==> src/rtl/fetch_sequencer.sv <==
// Fetch sequencer: owns PC, IR, multi-cycle State and N/Z flags, and absorbs imem wait states.
// Optional performance counters are enabled by defining FETCH_PERF_EN.
module fetch_sequencer #(
  parameter logic [15:0] RESET_VECTOR = 16'h0000,
  parameter logic [15:0] NOP_WORD     = 16'h0000
) (
  input  logic        i_clk,
  input  logic        i_rst_n,
  input  logic [1:0]  i_ps,
  input  logic        i_ir_l,
  input  logic        i_ns,
  input  logic [15:0] i_jump_target,
  input  logic        i_alu_n,
  input  logic        i_alu_z,
  input  logic        i_flag_we,
  input  logic [15:0] i_imem_data,
  input  logic        i_imem_valid,
  output logic [15:0] o_imem_addr,
  output logic [15:0] o_pc,
  output logic [15:0] o_ir,
  output logic        o_state,
  output logic        o_n_flag,
  output logic        o_z_flag,
  output logic        o_stall
`ifdef FETCH_PERF_EN
  ,
  output logic [31:0] o_retired_count,
  output logic [31:0] o_stall_count
`endif
);

  localparam logic [0:0] BOOT = 1'b0;
  localparam logic [0:0] RUN  = 1'b1;

  logic [0:0]  r_fsm;
  logic [15:0] r_pc;
  logic [15:0] r_ir;
  logic        r_state;
  logic        r_n;
  logic        r_z;

  logic [15:0] w_next_pc;
  logic        w_stall;
  logic        w_retire;

  // In BOOT the decoder is not trusted yet, so the fetch address stays on the current PC.
  always_comb begin
    w_next_pc = r_pc;
    if (r_fsm == RUN) begin
      case (i_ps)
        2'b00:   w_next_pc = r_pc;
        2'b01:   w_next_pc = r_pc + 16'd1;
        2'b10:   w_next_pc = i_jump_target;
        default: w_next_pc = r_pc + {{8{r_ir[7]}}, r_ir[7:0]};
      endcase
    end
  end

  assign w_stall  = (r_fsm == BOOT) ? ~i_imem_valid : (i_ir_l & ~i_imem_valid);
  assign w_retire = (r_fsm == RUN) & ~w_stall & i_ir_l;

  always_ff @(posedge i_clk or negedge i_rst_n) begin
    if (!i_rst_n) begin
      r_fsm   <= BOOT;
      r_pc    <= RESET_VECTOR;
      r_ir    <= NOP_WORD;
      r_state <= 1'b0;
      r_n     <= 1'b0;
      r_z     <= 1'b0;
    end else if (r_fsm == BOOT) begin
      if (i_imem_valid) begin
        r_ir  <= i_imem_data;
        r_fsm <= RUN;
      end
    end else if (!w_stall) begin
      r_pc    <= w_next_pc;
      r_state <= i_ns;
      if (i_ir_l) begin
        r_ir <= i_imem_data;
      end
      if (i_flag_we) begin
        r_n <= i_alu_n;
        r_z <= i_alu_z;
      end
    end
  end

`ifdef FETCH_PERF_EN
  logic [31:0] r_retired_count;
  logic [31:0] r_stall_count;

  always_ff @(posedge i_clk or negedge i_rst_n) begin
    if (!i_rst_n) begin
      r_retired_count <= 32'd0;
      r_stall_count   <= 32'd0;
    end else begin
      if (w_retire) begin
        r_retired_count <= r_retired_count + 32'd1;
      end
      if (w_stall) begin
        r_stall_count <= r_stall_count + 32'd1;
      end
    end
  end

  assign o_retired_count = r_retired_count;
  assign o_stall_count   = r_stall_count;
`else
  // Default build carries no counters; the retire strobe is left unobserved.
  logic w_unused;
  assign w_unused = w_retire;
`endif

  assign o_imem_addr = w_next_pc;
  assign o_pc        = r_pc;
  assign o_ir        = r_ir;
  assign o_state     = r_state;
  assign o_n_flag    = r_n;
  assign o_z_flag    = r_z;
  assign o_stall     = w_stall;

endmodule

==> config.mk <==
export PLATFORM = sky130hd
export DESIGN_NAME = fetch_sequencer
export DESIGN_NICKNAME = d
export VERILOG_FILES = /design/src/rtl/fetch_sequencer.sv
export SDC_FILE = /design/constraint.sdc
export NUM_CORES = 1
export LEC_CHECK = 0
export CELL_PAD_IN_SITES_DETAIL_PLACEMENT = 2
export CELL_PAD_IN_SITES_GLOBAL_PLACEMENT = 2
export CORE_ASPECT_RATIO = 0.75
export CORE_MARGIN = 2
export CORE_UTILIZATION = 26
export CTS_BUF_LIST = sky130_fd_sc_hd__clkbuf_16
export CTS_CLUSTER_SIZE = 28
export DETAILED_ROUTE_END_ITERATION = 10
export GPL_TIMING_DRIVEN = 0
export MAX_ROUTING_LAYER = met4
export PLACE_DENSITY_LB_ADDON = 0.1
export SYNTH_ARGS = -nofsm -noshare
export SYNTH_HDL_FRONTEND = slang
export SYNTH_SLANG_ARGS = --single-unit
==> constraint.sdc <==
create_clock -name i_clk -period 4.5 [get_ports i_clk]
set_input_delay 0.675 -clock i_clk [delete_from_list [all_inputs] [get_ports i_clk]]
set_output_delay 0.675 -clock i_clk [all_outputs]
set_load 0.01 [all_outputs]
==> results_dict.tcl, run 1 <==
set metrics [dict create \
    whs_ns 0.2809 \
    fin_cells 591 \
    synth_fp_nets 392 \
    postLayoutCellArea_sq_mm 0.004319 \
    intPower_mw 1.223 \
    setup_slack_ns 0.1316 \
    syn-cell-area_sq_mm 0.002859 \
    grt_pass1_wl_um 20670 \
    worstSetupEndpointType "output pin" \
    drive_gt1_share_pct 16.19 \
    fin_crit_sh_pct 97.07 \
    place_congestion 0.8636 \
    crit_buf_inv 4 \
    timing.rr.end "o_pc[8]" \
    yosysUniqueCellTypes 56 \
    synthTopCellsByCount "dfrtp_1, nand2_1, nor2_1" \
    clkPwrFrac_pct 16.5 \
    vias 3267 \
    rrSetupSlack_ns 1.56 \
    synth_ff_type "dfrtp_1" \
    netSwitchingPower_mw 0.9431 \
    cts_max_level 2 \
    cp_cell_sequence "dlygate4sd2_1, nand2b_4, clkbuf_16, and2_1, ha_1, and3_1, a221oi_4, a211o_1, a222oi_1, buf_4, mux2i_1, a221o_1, dlygate4sd2_1" \
    synthCells 342 \
    status "complete, no violations" \
    slowest_delay_ns 0.41 \
    dieHeight_um 94.82 \
    clockBufferDepth 2 \
    crit_type "input pin to output pin" \
    nets 500 \
    yosysTopAreaCell "dfrtp_1" \
    synthTopCellsByArea "dfrtp_1, mux2_2, nand2_1" \
    cts.sinks 36 \
    switching_share_pct 43.53 \
    p_per_area_mw_per_mm2 501.6 \
    ios 94 \
    drv_slew 0 \
    num_rows 33 \
    via_per_inst 5.528 \
    critPathRequiredTime_ns 3.83 \
    ir_drop_mv 0.1687 \
    fillerInstances 1213 \
    worstPathArrival_ns 3.69 \
    clock_latency_ns 0.29 \
    io_buffers 92 \
    antennaDiodeCount 0 \
    critPathMaxFanout 10 \
    cts.clk_slew.worst_paths_ns 0.07 \
    ant_nets 0 \
    postRouteWirelength_um 12990 \
    seq_power_share_pct 23.0 \
    synth_top_area_share_pct 31.51 \
    grt_pass1_vias 3544 \
    yosys_warnings 0 \
    synth-async-reset-ratio_pct 100.0 \
    regToRegStartpoint "o_ir[0]" \
    power_mw 2.167 \
    clockRootBuffer "clkbuf_16" \
    period_needed_ns 4.368 \
    placed_cells 575 \
    cp-start-kind "input pin" \
    r2r_cells 10 \
    tightest_slew_ns 0.8342 \
    rsz0062_at_grt "false" \
    post-place-ws_ns -1.307 \
    comb_power_share_pct 60.6 \
    cts_buffers 5 \
    path_common_cell "dlygate4sd2_1" \
    initial_core_util_pct 26.43 \
    synth-seq-cells 36 \
    core_sq_mm 0.01082 \
    grt_antenna_before_repair 0 \
    final_util_pct 39.93 \
    synth_edf_count 0 \
    design.die.area_sq_mm 0.01186 \
    cts_tree "yes" \
    finalSetupTns_ns 0 \
    setup_violations 0 \
    path_delay_family "compound AO/OA/AOI/OAI gates" \
    dp_hpwl_um 9546 \
    dr.pass1.iters 4 \
    timing.fmax_ghz 0.2289 \
    maxSlewHeadroom_pct 44.02 \
    area_delta_synth_final_pct 51.07 \
    hold_class "input pin to async pin" \
    cpMaxStageDelayCell "ha_1" \
    p_leak_nw 1.746 \
    clock-skew-final_ns 0.007322 \
    grt_usage_pct 23.25 \
    drv_cap 0 \
    drt_iter0_drc 191 \
    die_w_um 125.1 \
    drc 0 \
    grt_max_degree 28 \
    seq_area_frac_synth_pct 31.51 \
    grt.overflow.total 0 \
    syn_avg_cell_area_sq_um 8.360 \
    placed_cell_area_sq_mm 0.003970 \
    wl_per_cell_um 21.97 \
    hold_viol 0 \
]
## layer usage
layer	vias up	track usage [%]	wire length (um)
li1	1498	-	-
met1	1657	32.90	6265
met2	102	35.37	5803
met3	10	3.683	784
met4	0	4.444	133
met5	-	-	0
## cell type report
type,count,area [sq um],area share (%)
clock buffer,5,125.1,2.897
timing repair buffer,103,996.0,23.06
sequential,36,900.9,20.86
tap,140,175.2,4.056
clock inverter,3,18.77,0.4345
inverter,10,37.54,0.8691
multi-input combinational,270,1942,44.96
buffer,24,123.9,2.868
## worst max path at each step
| stage | from | depth (start not counted) | slack (ns) | endpoint |
|---|---|---|---|---|
| CTS | i_ps[1] | 12 | 0.05 | o_imem_addr[11] |
| global placement | i_ps[1] | 14 | -1.31 | o_imem_addr[14] |
| detailed placement | i_ps[1] | 14 | -1.31 | o_imem_addr[14] |
| finish | i_ps[1] | 13 | 0.13 | o_imem_addr[14] |
| global route | i_ps[1] | 12 | 0.001 | o_imem_addr[9] |
| floorplan | i_ps[0] | 13 | 0.51 | o_imem_addr[14] |
## cells in the final DEF (no fill, tap or decap), types with 4 or more instances in the layout
master	instances
clkdlybuf4s50_1	83
nand2_1	36
dfrtp_1	36
nor2_1	30
mux2_2	21
a21oi_1	21
clkbuf_1	16
nand3_1	12
buf_4	11
inv_1	10
nor3_1	10
o21ai_0	9
and2_1	8
o22ai_1	8
a221o_1	7
clkbuf_16	6
a211o_1	6
mux2i_1	6
a22oi_1	6
a31oi_1	5
dlygate4sd2_1	5
buf_1	4
or3_1	4
nand4_1	4
a211oi_1	4
ha_2	4
## power groups by stage
stage                     Combinational [mW]  Sequential (mW)  Clock [mW]
after floorplan                        0.618            0.514           0
after global placement                  1.14            0.492           0
after detailed placement                1.16            0.499           0
after CTS                               1.28            0.496       0.370
after global routing                    1.43            0.511       0.381
final                                   1.31            0.497       0.357
## logic make-up (layout without fill, tap and decap cells)
logic type	count (synthesis)	count (layout)	share of synthesized area [%]
DFF	36	36	31.51
muxes	29	29	11.07
buffers and inverters	36	145	5.426
and+or+nand+nor	123	123	20.83
adders and majority gates	8	8	3.764
xor gates and xnor gates	5	5	1.532
AOI/OAI and AO/OA	105	105	25.86
## flip-flops by register name, summed over array words and instances, names as in the netlist
register / cells
o_n_flag: 1
o_ir: 16
o_state: 1
r_fsm: 1
o_z_flag: 1
o_pc: 16
## timing repair
| item | 4_1_cts | 5_1_grt |
|---|---|---|
| setup endpoints to repair | 12 | 3 |
| gates resized for setup | 45 | 3 |
| pin swaps | 14 | 2 |
| hold buffers | 0 | 0 |
| buffers inserted | 8 | 2 |
| hold endpoints to repair | 0 | 0 |
Power figures use the tool's default switching activity.
==> inputs of run 2 (changes only) <==
--- a/config.mk
+++ b/config.mk
@@ -9,11 +9,14 @@
 export CELL_PAD_IN_SITES_GLOBAL_PLACEMENT = 2
 export CORE_ASPECT_RATIO = 0.75
 export CORE_MARGIN = 2
-export CORE_UTILIZATION = 26
+export CORE_UTILIZATION = 36
 export CTS_BUF_LIST = sky130_fd_sc_hd__clkbuf_16
+export CTS_CLUSTER_DIAMETER = 80
 export CTS_CLUSTER_SIZE = 28
 export DETAILED_ROUTE_END_ITERATION = 10
+export DONT_BUFFER_PORTS = 1
 export GPL_TIMING_DRIVEN = 0
+export HOLD_SLACK_MARGIN = 0.1
 export MAX_ROUTING_LAYER = met4
 export PLACE_DENSITY_LB_ADDON = 0.1
 export SYNTH_ARGS = -nofsm -noshare
==> run 2 against run 1 <==
Compared with the run above:
- critical path depth decreased by 1
- die area decreased by 27%
- final cell count decreased by 23%
- combinational power decreased by 33%
- clock-buffer cell count unchanged
- power decreased by 16%
- clock power increased by 14%
- wire length decreased by 14%
- highest routed layer unchanged
- worst hold slack got worse by 0.060 ns
==> results_dict.tcl, run 2 (synthesis gave the netlist of run 1 again) <==
set metrics [dict create \
    status "complete, no violations" \
    antennaDiodeCount 0 \
    p_per_area_mw_per_mm2 560.5 \
    placed_cell_area_sq_mm 0.002990 \
    cts_tree "yes" \
    maxSlewHeadroom_pct 46.88 \
    clock_latency_ns 0.28 \
    area_delta_synth_final_pct 13.52 \
    ir_drop_mv 0.2074 \
    initial_core_util_pct 36.60 \
    place_congestion 0.9071 \
    tightest_slew_ns 0.7915 \
    wl_per_cell_um 24.31 \
    multi_input_area_sq_mm 0.001858 \
    critPathRequiredTime_ns 3.83 \
    grt_usage_pct 26.52 \
    drc 0 \
    dr.pass1.iters 5 \
    io_buffers 0 \
    grt.overflow.total 0 \
    register_area_sq_um 900.9 \
    grt_pass1_vias 3002 \
    drv_slew 0 \
    netSwitchingPower_mw 0.8360 \
    grt_antenna_before_repair 0 \
    core_sq_mm 0.007812 \
    vias 2881 \
    hold_class "input pin to async pin" \
    clockBufferDepth 2 \
    ant_nets 0 \
    fin_cells 458 \
    post-place-ws_ns -0.4024 \
    postLayoutCellArea_sq_mm 0.003246 \
    clockRootBuffer "clkbuf_16" \
    critPathMaxFanout 10 \
    setup_slack_ns 0.1395 \
    grt_pass1_wl_um 17080 \
    dieHeight_um 81.18 \
    hold_viol 0 \
    cts_max_level 2 \
    seq_power_share_pct 29.7 \
    dp_hpwl_um 8394 \
    cp-start-kind "input pin" \
    num_rows 28 \
    clock-skew-final_ns 0.007580 \
    switching_share_pct 45.95 \
    drv_cap 0 \
    p_leak_nw 1.356 \
    clkPwrFrac_pct 22.3 \
    setup_violations 0 \
    drive_gt1_share_pct 13.88 \
    cts.sinks 36 \
    via_per_inst 6.290 \
    fin_crit_sh_pct 96.90 \
    crit_type "input pin to output pin" \
    final_cell_mix "nand2_1, dfrtp_1, nor2_1" \
    die_w_um 106.9 \
    worstSetupEndpointType "output pin" \
    cts_buffers 5 \
    fillerInstances 888 \
    period_needed_ns 4.361 \
    design.die.area_sq_mm 0.008678 \
    grt_max_degree 37 \
    postRouteWirelength_um 11130 \
    placed_cells 447 \
    worstPathArrival_ns 3.69 \
    timing.fmax_ghz 0.2293 \
    nets 402 \
    ios 94 \
    cts.clk_slew.worst_paths_ns 0.06 \
    drt_iter0_drc 157 \
    intPower_mw 0.9831 \
    rsz0062_at_grt "true" \
    comb_power_share_pct 48.0 \
]
[run 2: final cells by class]
| class | count | share of cell area, % |
|---|---|---|
| Multi-Input combinational cell | 270 | 57.25 |
| Sequential cell | 36 | 27.76 |
| Tap cell | 105 | 4.048 |
| Clock buffer | 5 | 3.855 |
| Buffer | 26 | 3.662 |
| Clock inverter | 3 | 1.195 |
| Inverter | 10 | 1.157 |
| Timing Repair Buffer | 3 | 1.079 |
[run 2: power groups by stage]
stage / Combinational (mW) / Sequential (mW) / Clock [mW]
2_1_floorplan: 0.618 / 0.514 / 0
3_3_place_gp: 0.786 / 0.543 / 0
3_5_place_dp: 0.808 / 0.548 / 0
4_1_cts: 0.832 / 0.542 / 0.415
5_1_grt: 0.961 / 0.558 / 0.422
6_report: 0.873 / 0.540 / 0.406
[run 2: final timing paths]
kind | startpoint | endpoint | slack [ns] | cells past startpoint
worst max-delay path | i_ps[0] | o_imem_addr[15] | 0.14 | 12
worst min-delay path | i_rst_n | o_pc[13] | 0.22 | 1
worst max register to register | o_ir[0] | o_pc[8] | 1.49 | 9
worst min register to register | o_state | o_state | 0.57 | 2
max in group asynchronous | i_rst_n | o_ir[15] | 4.06 | 1
min in group i_clk | i_ns | o_state | 0.50 | 2
[run 2: metal layers]
| metal | GRT usage [%] | share of wire (%) | up-vias |
|---|---|---|---|
| met5 | - | 0 | - |
| met4 | 5.325 | 0.66 | 0 |
| met3 | 5.859 | 5.9 | 7 |
| met2 | 40.57 | 46 | 99 |
| met1 | 36.27 | 48 | 1474 |
| li1 | - | - | 1301 |
[run 2: what timing repair did]
item,CTS,global route
setup endpoints to repair,6,6
pin swaps,1,0
setup buffers,2,0
resized for setup,4,9
hold buffers,1,0
endpoints found under the hold margin,36,0
[run 2: stage by stage]
step	hold slack, ns	power [mW]	util, %	setup TNS [ns]
after floorplan	0.3794	1.132	-	0
after global placement	0.3802	1.329	38.28	-1.313
after detailed placement	0.3799	1.356	38.28	-1.330
after CTS	0.2351	1.789	40.97	0
after global routing	0.2354	1.941	41.54	-0.04343
final	0.2205	1.819	41.54	0
[run 2: worst max-delay path, cell delays in order]
cell      delay (ns)
buf_6           0.12
nand2b_4        0.06
buf_6           0.13
clkbuf_2        0.20
and2_1          0.21
ha_1            0.34
a21o_1          0.24
a31oi_1         0.31
a21oi_1         0.27
o2111a_1        0.33
or2_2           0.31
a311oi_1        0.48
